## config.mk

```make
export PLATFORM = sky130hd
export DESIGN_NAME = hazard_scoreboard
export DESIGN_NICKNAME = d
export VERILOG_FILES = /design/src/rtl/hazard_scoreboard_pkg.sv /design/src/rtl/hazard_stage_reg.sv /design/src/rtl/hazard_scoreboard.sv
export SDC_FILE = /design/constraint.sdc
export NUM_CORES = 1
export LEC_CHECK = 0
export ABC_AREA = 1
export ABC_CLOCK_PERIOD_IN_PS = 3400
export CAP_MARGIN = 30
export CORE_ASPECT_RATIO = 0.8
export CORE_UTILIZATION = 59
export DETAILED_ROUTE_END_ITERATION = 8
export PLACE_DENSITY = 0.87
export SYNTH_ARGS = -nofsm -noshare
export SYNTH_HDL_FRONTEND = slang
export SYNTH_HIERARCHICAL = 1
export SYNTH_SLANG_ARGS = --single-unit
```

## constraint.sdc

```tcl
create_clock -name clk -period 3.4 [get_ports clk]
set_input_delay 0.51 -clock clk [delete_from_list [all_inputs] [get_ports clk]]
set_output_delay 0.51 -clock clk [all_outputs]
set_load 0.1 [all_outputs]
```

## src/rtl/hazard_scoreboard_pkg.sv

```systemverilog
// rtl/hazard_scoreboard_pkg.sv - shared widths for the hazard scoreboard (option macro: HAZARD_FORWARDING_EN)
`timescale 1ns/1ps
package hazard_scoreboard_pkg;

    localparam int LEN_INST_REG = 5;
    localparam int STALL_CNT_W  = 32;

    // Shadow-entry field widths: {valid, rd, reg_write, mem_read}
    localparam int SHADOW_VALID_W     = 1;
    localparam int SHADOW_REG_WRITE_W = 1;
    localparam int SHADOW_MEM_READ_W  = 1;

endpackage

```

## src/rtl/hazard_stage_reg.sv

```systemverilog
// rtl/hazard_stage_reg.sv - one shadow pipeline entry tracking an in-flight register write
`timescale 1ns/1ps
module hazard_stage_reg
    import hazard_scoreboard_pkg::*;
#(
    parameter int REG_W = LEN_INST_REG
) (
    input  logic             clk,
    input  logic             rst_n,
    input  logic             hold,
    input  logic             load,
    input  logic             bubble,
    input  logic             d_valid,
    input  logic [REG_W-1:0] d_rd,
    input  logic             d_reg_write,
    input  logic             d_mem_read,
    output logic             q_valid,
    output logic [REG_W-1:0] q_rd,
    output logic             q_reg_write,
    output logic             q_mem_read
);

    always_ff @(posedge clk) begin
        if (!rst_n) begin
            q_valid     <= 1'b0;
            q_rd        <= '0;
            q_reg_write <= 1'b0;
            q_mem_read  <= 1'b0;
        end else if (hold) begin
            q_valid     <= q_valid;
        end else if (bubble) begin
            q_valid     <= 1'b0;
            q_rd        <= '0;
            q_reg_write <= 1'b0;
            q_mem_read  <= 1'b0;
        end else if (load) begin
            q_valid     <= d_valid;
            q_rd        <= d_rd;
            q_reg_write <= d_reg_write;
            q_mem_read  <= d_mem_read;
        end
    end

endmodule

```

## src/rtl/hazard_scoreboard.sv

```systemverilog
// rtl/hazard_scoreboard.sv - RAW hazard detection, stall controls and stall-cycle counter
// Option macro HAZARD_FORWARDING_EN: defined = load-use only; undefined = no-forwarding build.
`timescale 1ns/1ps
module hazard_scoreboard
    import hazard_scoreboard_pkg::*;
#(
    parameter int REG_W = LEN_INST_REG,
    parameter int CNT_W = STALL_CNT_W
) (
    input  logic             clk,
    input  logic             rst_n,
    input  logic             freeze,
    input  logic             flush,
    input  logic             id_valid,
    input  logic [REG_W-1:0] id_rs,
    input  logic [REG_W-1:0] id_rt,
    input  logic             id_use_rs,
    input  logic             id_use_rt,
    input  logic [REG_W-1:0] id_rd,
    input  logic             id_reg_write,
    input  logic             id_mem_read,
    output logic             stall,
    output logic             pc_write,
    output logic             if_id_write,
    output logic             id_ex_bubble,
    output logic [REG_W-1:0] hazard_reg,
    output logic [CNT_W-1:0] stall_count
);

    logic             ex_valid, mem_valid, wb_valid;
    logic [REG_W-1:0] ex_rd, mem_rd, wb_rd;
    logic             ex_reg_write, mem_reg_write, wb_reg_write;
    logic             ex_mem_read, mem_mem_read, wb_mem_read;
    logic             ex_enter_bubble;
    logic             wb_unused;

    // The ID instruction only enters EX when it actually advances.
    assign ex_enter_bubble = ~(id_valid & ~stall & ~flush);

    hazard_stage_reg #(.REG_W(REG_W)) u_ex (
        .clk(clk), .rst_n(rst_n), .hold(freeze), .load(1'b1), .bubble(ex_enter_bubble),
        .d_valid(id_valid), .d_rd(id_rd), .d_reg_write(id_reg_write), .d_mem_read(id_mem_read),
        .q_valid(ex_valid), .q_rd(ex_rd), .q_reg_write(ex_reg_write), .q_mem_read(ex_mem_read)
    );

    hazard_stage_reg #(.REG_W(REG_W)) u_mem (
        .clk(clk), .rst_n(rst_n), .hold(freeze), .load(1'b1), .bubble(1'b0),
        .d_valid(ex_valid), .d_rd(ex_rd), .d_reg_write(ex_reg_write), .d_mem_read(ex_mem_read),
        .q_valid(mem_valid), .q_rd(mem_rd), .q_reg_write(mem_reg_write), .q_mem_read(mem_mem_read)
    );

    hazard_stage_reg #(.REG_W(REG_W)) u_wb (
        .clk(clk), .rst_n(rst_n), .hold(freeze), .load(1'b1), .bubble(1'b0),
        .d_valid(mem_valid), .d_rd(mem_rd), .d_reg_write(mem_reg_write), .d_mem_read(mem_mem_read),
        .q_valid(wb_valid), .q_rd(wb_rd), .q_reg_write(wb_reg_write), .q_mem_read(wb_mem_read)
    );

    // Write-before-read register file: the WB entry never causes a stall.
    assign wb_unused = ^{wb_valid, wb_rd, wb_reg_write, wb_mem_read};

    logic ex_writes, rs_ex, rt_ex;
    logic hz_rs_ex, hz_rt_ex, hz_rs_mem, hz_rt_mem;
    logic hazard_any;

    assign ex_writes = ex_valid & ex_reg_write & (ex_rd != '0);
    assign rs_ex     = id_use_rs & ex_writes & (ex_rd == id_rs);
    assign rt_ex     = id_use_rt & ex_writes & (ex_rd == id_rt);

`ifdef HAZARD_FORWARDING_EN
    assign hz_rs_ex  = rs_ex & ex_mem_read;
    assign hz_rt_ex  = rt_ex & ex_mem_read;
    assign hz_rs_mem = 1'b0;
    assign hz_rt_mem = 1'b0;
`else
    logic mem_writes;
    assign mem_writes = mem_valid & mem_reg_write & (mem_rd != '0);
    assign hz_rs_ex   = rs_ex;
    assign hz_rt_ex   = rt_ex;
    assign hz_rs_mem  = id_use_rs & mem_writes & (mem_rd == id_rs);
    assign hz_rt_mem  = id_use_rt & mem_writes & (mem_rd == id_rt);
`endif

    assign hazard_any = hz_rs_ex | hz_rt_ex | hz_rs_mem | hz_rt_mem;

    always_comb begin
        stall        = 1'b0;
        hazard_reg   = '0;
        if (rst_n && id_valid && !flush && hazard_any) begin
            stall = 1'b1;
            // Youngest stage wins; within a stage rs beats rt.
            if (hz_rs_ex)       hazard_reg = id_rs;
            else if (hz_rt_ex)  hazard_reg = id_rt;
            else if (hz_rs_mem) hazard_reg = id_rs;
            else                hazard_reg = id_rt;
        end
        pc_write     = ~stall;
        if_id_write  = ~stall;
        id_ex_bubble = stall | flush | ~rst_n;
    end

    always_ff @(posedge clk) begin
        if (!rst_n) begin
            stall_count <= '0;
        end else if (stall && !freeze && (stall_count != {CNT_W{1'b1}})) begin
            stall_count <= stall_count + 1'b1;
        end
    end

endmodule

```

# Word level (Yosys, flattened, before mapping)

Cells that the tools add are included.

$add $sub $neg: 1
Multipliers: 0
Divide/modulo/power cells: 0
Magnitude comparators: 0
Equality and inequality tests: 5
Shift operators: 0
Mux-type cells: 8
Bitwise logic cells: 22
Reduce and logical (&&, ||, !) cells: 9

Operator list:

| kind                                                            | number |
|---|---|
| 32-bit by 1-bit adder with 32-bit output, second input constant | 1 |
| 32-bit inequality test, second input constant                   | 1 |
| 5-bit two-way mux                                               | 5 |
| 5-bit equality test                                             | 4 |
| 1-bit AND                                                       | 14 |
| 5-bit nonzero test                                              | 2 |
| 1-bit logical AND                                               | 5 |
| 1-bit bitwise OR                                                | 5 |
| 1-bit two-way mux                                               | 3 |
| 1-bit NOT                                                       | 3 |
| 1-bit logical NOT                                               | 2 |

Bits in registers: 46
Latch bits: 0
Bits in writable memories: 0
Bits in read-only memories: 0
Input port bits: 24
Word-level logic and storage cells: 52
Memories kept: 0

# Depth between registers and ports, before layout

Depth in word-level cells: 13
Depth in mapped cells: 17

# By module

The synthesis kept the hierarchy.

By module, submodules not included:

| module            | instances | cells each | area each (µm²) | seq. area each (µm²) |
|---|---|---|---|---|
| hazard_scoreboard | 1         | 547        | 3075.4          | 640.6 |
| hazard_stage_reg  | 2         | 58         | 384.1           | 160.2 |

# Worst setup path before layout

OpenSTA, ideal clock, no wires.

Kind: input port to output port
From: input id_rt[1]
To: output hazard_reg[0]
Arrival time: 3.075 ns
Setup slack: -0.185 ns
Cell stages on the path: 10
Buffers on the path: 1
Cell sequence: inv_1 -> nor2_1 -> nor3_2 -> nand3_2 -> nand2_4 -> nor2_4 -> nor2_8 -> buf_6 -> o21ai_1 -> a21oi_1

Cells in the longest elaborated chain, start to end: 7

RTL lines:

| element                       | RTL line                | RTL |
|---|---|---|
| from (decl)                   | hazard_scoreboard.sv:16 | `input logic [REG_W-1:0] id_rt,` |
| 5-bit equality test           | hazard_scoreboard.sv:67 | `assign rt_ex = id_use_rt & ex_writes & (ex_rd == id_rt);` |
| 1-bit AND                     | hazard_scoreboard.sv:67 |  |
| 1-bit bitwise OR (3 in a row) | hazard_scoreboard.sv:83 | `assign hazard_any = hz_rs_ex \| hz_rt_ex \| hz_rs_mem \| hz_rt_mem;` |
| 1-bit logical AND             | hazard_scoreboard.sv:88 | `if (rst_n && id_valid && !flush && hazard_any) begin` |
| 5-bit two-way mux *           | hazard_scoreboard.sv:88 |  |
| to (decl)                     | hazard_scoreboard.sv:26 | `output logic [REG_W-1:0] hazard_reg,` |

Mark *: on every way between the ends. The rest lies on a longest branch, timed or not.

# Worst setup path after layout

From: input id_rt[3]
To: output hazard_reg[4]

The elaborated chain is that of the path after synthesis.

==> impl_metrics.toml <==
[place]
port_buffers = 63
placed_area_um2 = 4512
gp_congestion = 0.9210
place_hpwl_mm = 7.436

[finish]
nets = 737
final_util_pct = 76.60
syn2layout_area_growth_pct = 22.87
fillCellCount = 481
regArea_um2 = 920.9
drive_above_1_share_pct = 12.76
n_antenna_cell = 0
fin_area_um2 = 4624
multiInputGateArea_um2 = 2241

[sta]
setup_viol = 0
max_freq_ghz = 0.3212
slew_viol_final = 0
worst_pin_slew_ns = 0.9864
finalHoldViolCount = 0
hold_slack_ns = 0.4972
skew_ns = 0.007256
final.min_clock_period_ns = 3.113
fin_crit_sh_pct = 91.56
setup_tns_ns = 0
rsz0062_at_grt = "false"
slew_headroom_pct = 34.04

[power_and_ir_drop]
irDropWorstVdd_mv = 0.1932
power.total_mw = 1.169
leakage_nw = 2.177
p_per_area_nw_per_um2 = 252.9

[global_routing]
grt_pass1_wl_mm = 17.13
antenna_found_initial = 0
grt-ovfl-total = 0
track_usage_pct = 31.74
grt_pass1_vias = 3943
grt_start_max_net_pins = 48

[route]
route.vias.total = 4285
wire_per_inst_um = 12.72
post-route-drc-count = 0
wirelength_mm = 10.10
drt-pass1-iter-count = 5
viasPerCell = 5.397
final_antenna_net_count = 0
initialDrtViolationCount = 325

[clock_tree]
hold_buffers = 0
clk_pin_slew_worst_paths_ns = 0.10
cts_tree = "built"
clock_latency_ns = 0.31
cts.sinks = 46
clockRootBuffer = "clkbuf_8"
cts_setup_buffers = 0
cts-htree-levels = 2
clock_path_buffers = 2
ctsResizeCount = 0
numCtsBuffers = 5

[setup_path]
path_buf_inv = 2
crit_type = "primary input to output port"
critPathLaunchType = "primary input"
end_kind = "output port"
r2r-end = "u_ex/q_rd[2]$_SDFFE_PN0P_"
regToRegStartpoint = "u_ex/q_rd[0]$_SDFFE_PN0P_"
worstPathRequired_ns = 2.89
crit_cells = 9
reg2reg_slack_ns = 1.13
arrival_ns = 2.60
cpLargestDelayFamily = "compound AO/OA/AOI/OAI gates"
worstPathMaxFanout = 10
crit_chain = "clkdlybuf4s50_1, a21oi_1, nand2_1, nor2_1, nand3_2, o21ai_2, o21ai_1, a21oi_1, buf_12"
slowest_delay_ns = 0.51
endpoint = "hazard_reg[4]"
critPathLaunch = "id_rt[3]"
worst-r2r-cell-count = 15
cp_common_cell = "a21oi_1"
cp_slowest_cell = "clkdlybuf4s50_1"

[job]
maxCapViolCount = 0

[synth]
ys_warn_count = 6
netlist_instances = 651
synth_area_um2 = 3764
synth_area_per_cell_um2 = 5.781

[floorplanning]
dieArea_um2 = 6704
die_y_um = 73.44
coreArea_um2 = 6037
initial_utilization_pct = 62.34
ios = 65
rows = 25
die_x_um = 91.30

[outcome]
status = "finished clean"

[min_path]
min_path_type = "flip-flop to flip-flop"
-- cell type report --
type | count | area share (%)
clock buffer | 5 | 1.488
clock inverter | 3 | 0.9470
inverter | 132 | 10.77
multi-input combinational | 460 | 48.46
sequential | 46 | 19.91
tap | 81 | 2.192
timing repair buffer | 67 | 16.23
-- metal layers --
layer | wire length, µm | part of all wire, % | GRT usage (%)
met1 | 4315 | 43 | 40.69
met2 | 4631 | 46 | 54.12
met3 | 1052 | 10 | 5.487
met4 | 104 | 1.0 | 11.82
met5 | 0 | 0 | 0
-- worst register-to-register path: stages (launching register included) --
cell	delay [ns]
dfxtp_1	0.51
inv_1	0.10
nand2_1	0.08
nand3_1	0.09
nor2_1	0.17
nand3_2	0.13
nand2_4	0.11
nor2_4	0.05
nor2_8	0.16
inv_1	0.17
nand3_1	0.20
inv_2	0.12
nand2_1	0.08
nand3_1	0.08
nand2_1	0.09
nor2_2	0.04
-- power by group --
group | internal, mW | switching [mW] | total, mW | leakage [nW]
Combinational | 0.0658 | 0.104 | 0.170 | 1.75
Sequential | 0.549 | 0.0156 | 0.565 | 0.373
Clock | 0.221 | 0.214 | 0.435 | 0.0585
-- stage by stage --
stage | cells | setup slack (ns)
detailed placement | 786 | 0.3286
CTS | 794 | 0.3260
finish | 794 | 0.2868
floorplan | 659 | -0.1850
global placement | 786 | 0.4251
global route | 794 | 0.09719
-- sequential cells by signal, summed over array words and instances, names as in the netlist --
register / count
u_mem/q_reg_write: 1
u_ex/q_reg_write: 1
u_mem/q_rd: 5
u_mem/q_valid: 1
u_ex/q_rd: 5
u_ex/q_valid: 1
stall_count: 32
-- placed cells by master, fill, tap and decap left out, drive strengths merged --
| cell | count |
|---|---|
| a21oi | 9 |
| buf | 13 |
| bufinv | 1 |
| clkbuf | 5 |
| clkdlybuf4s50 | 54 |
| clkinv | 3 |
| conb | 10 |
| dfxtp | 46 |
| ha | 1 |
| inv | 131 |
| nand2 | 180 |
| nand3 | 42 |
| nand3b | 1 |
| nand4 | 62 |
| nor2 | 128 |
| nor3 | 10 |
| nor4 | 1 |
| o21ai | 12 |
| xor2 | 4 |
-- worst min path at each step --
stage / start / end / slack [ns] / depth (start not counted)
detailed placement: u_mem/q_reg_write$_SDFFE_PN0P_ / u_mem/q_reg_write$_SDFFE_PN0P_ / 0.47 / 2
floorplan: u_mem/q_reg_write$_SDFFE_PN0P_ / u_mem/q_reg_write$_SDFFE_PN0P_ / 0.45 / 2
global route: u_mem/q_valid$_SDFFE_PN0P_ / u_mem/q_valid$_SDFFE_PN0P_ / 0.53 / 2
finish: u_mem/q_reg_write$_SDFFE_PN0P_ / u_mem/q_reg_write$_SDFFE_PN0P_ / 0.50 / 2
CTS: u_mem/q_reg_write$_SDFFE_PN0P_ / u_mem/q_reg_write$_SDFFE_PN0P_ / 0.49 / 2
global placement: u_mem/q_reg_write$_SDFFE_PN0P_ / u_mem/q_reg_write$_SDFFE_PN0P_ / 0.47 / 2
Note: power is estimated with default switching activity, not from simulation.
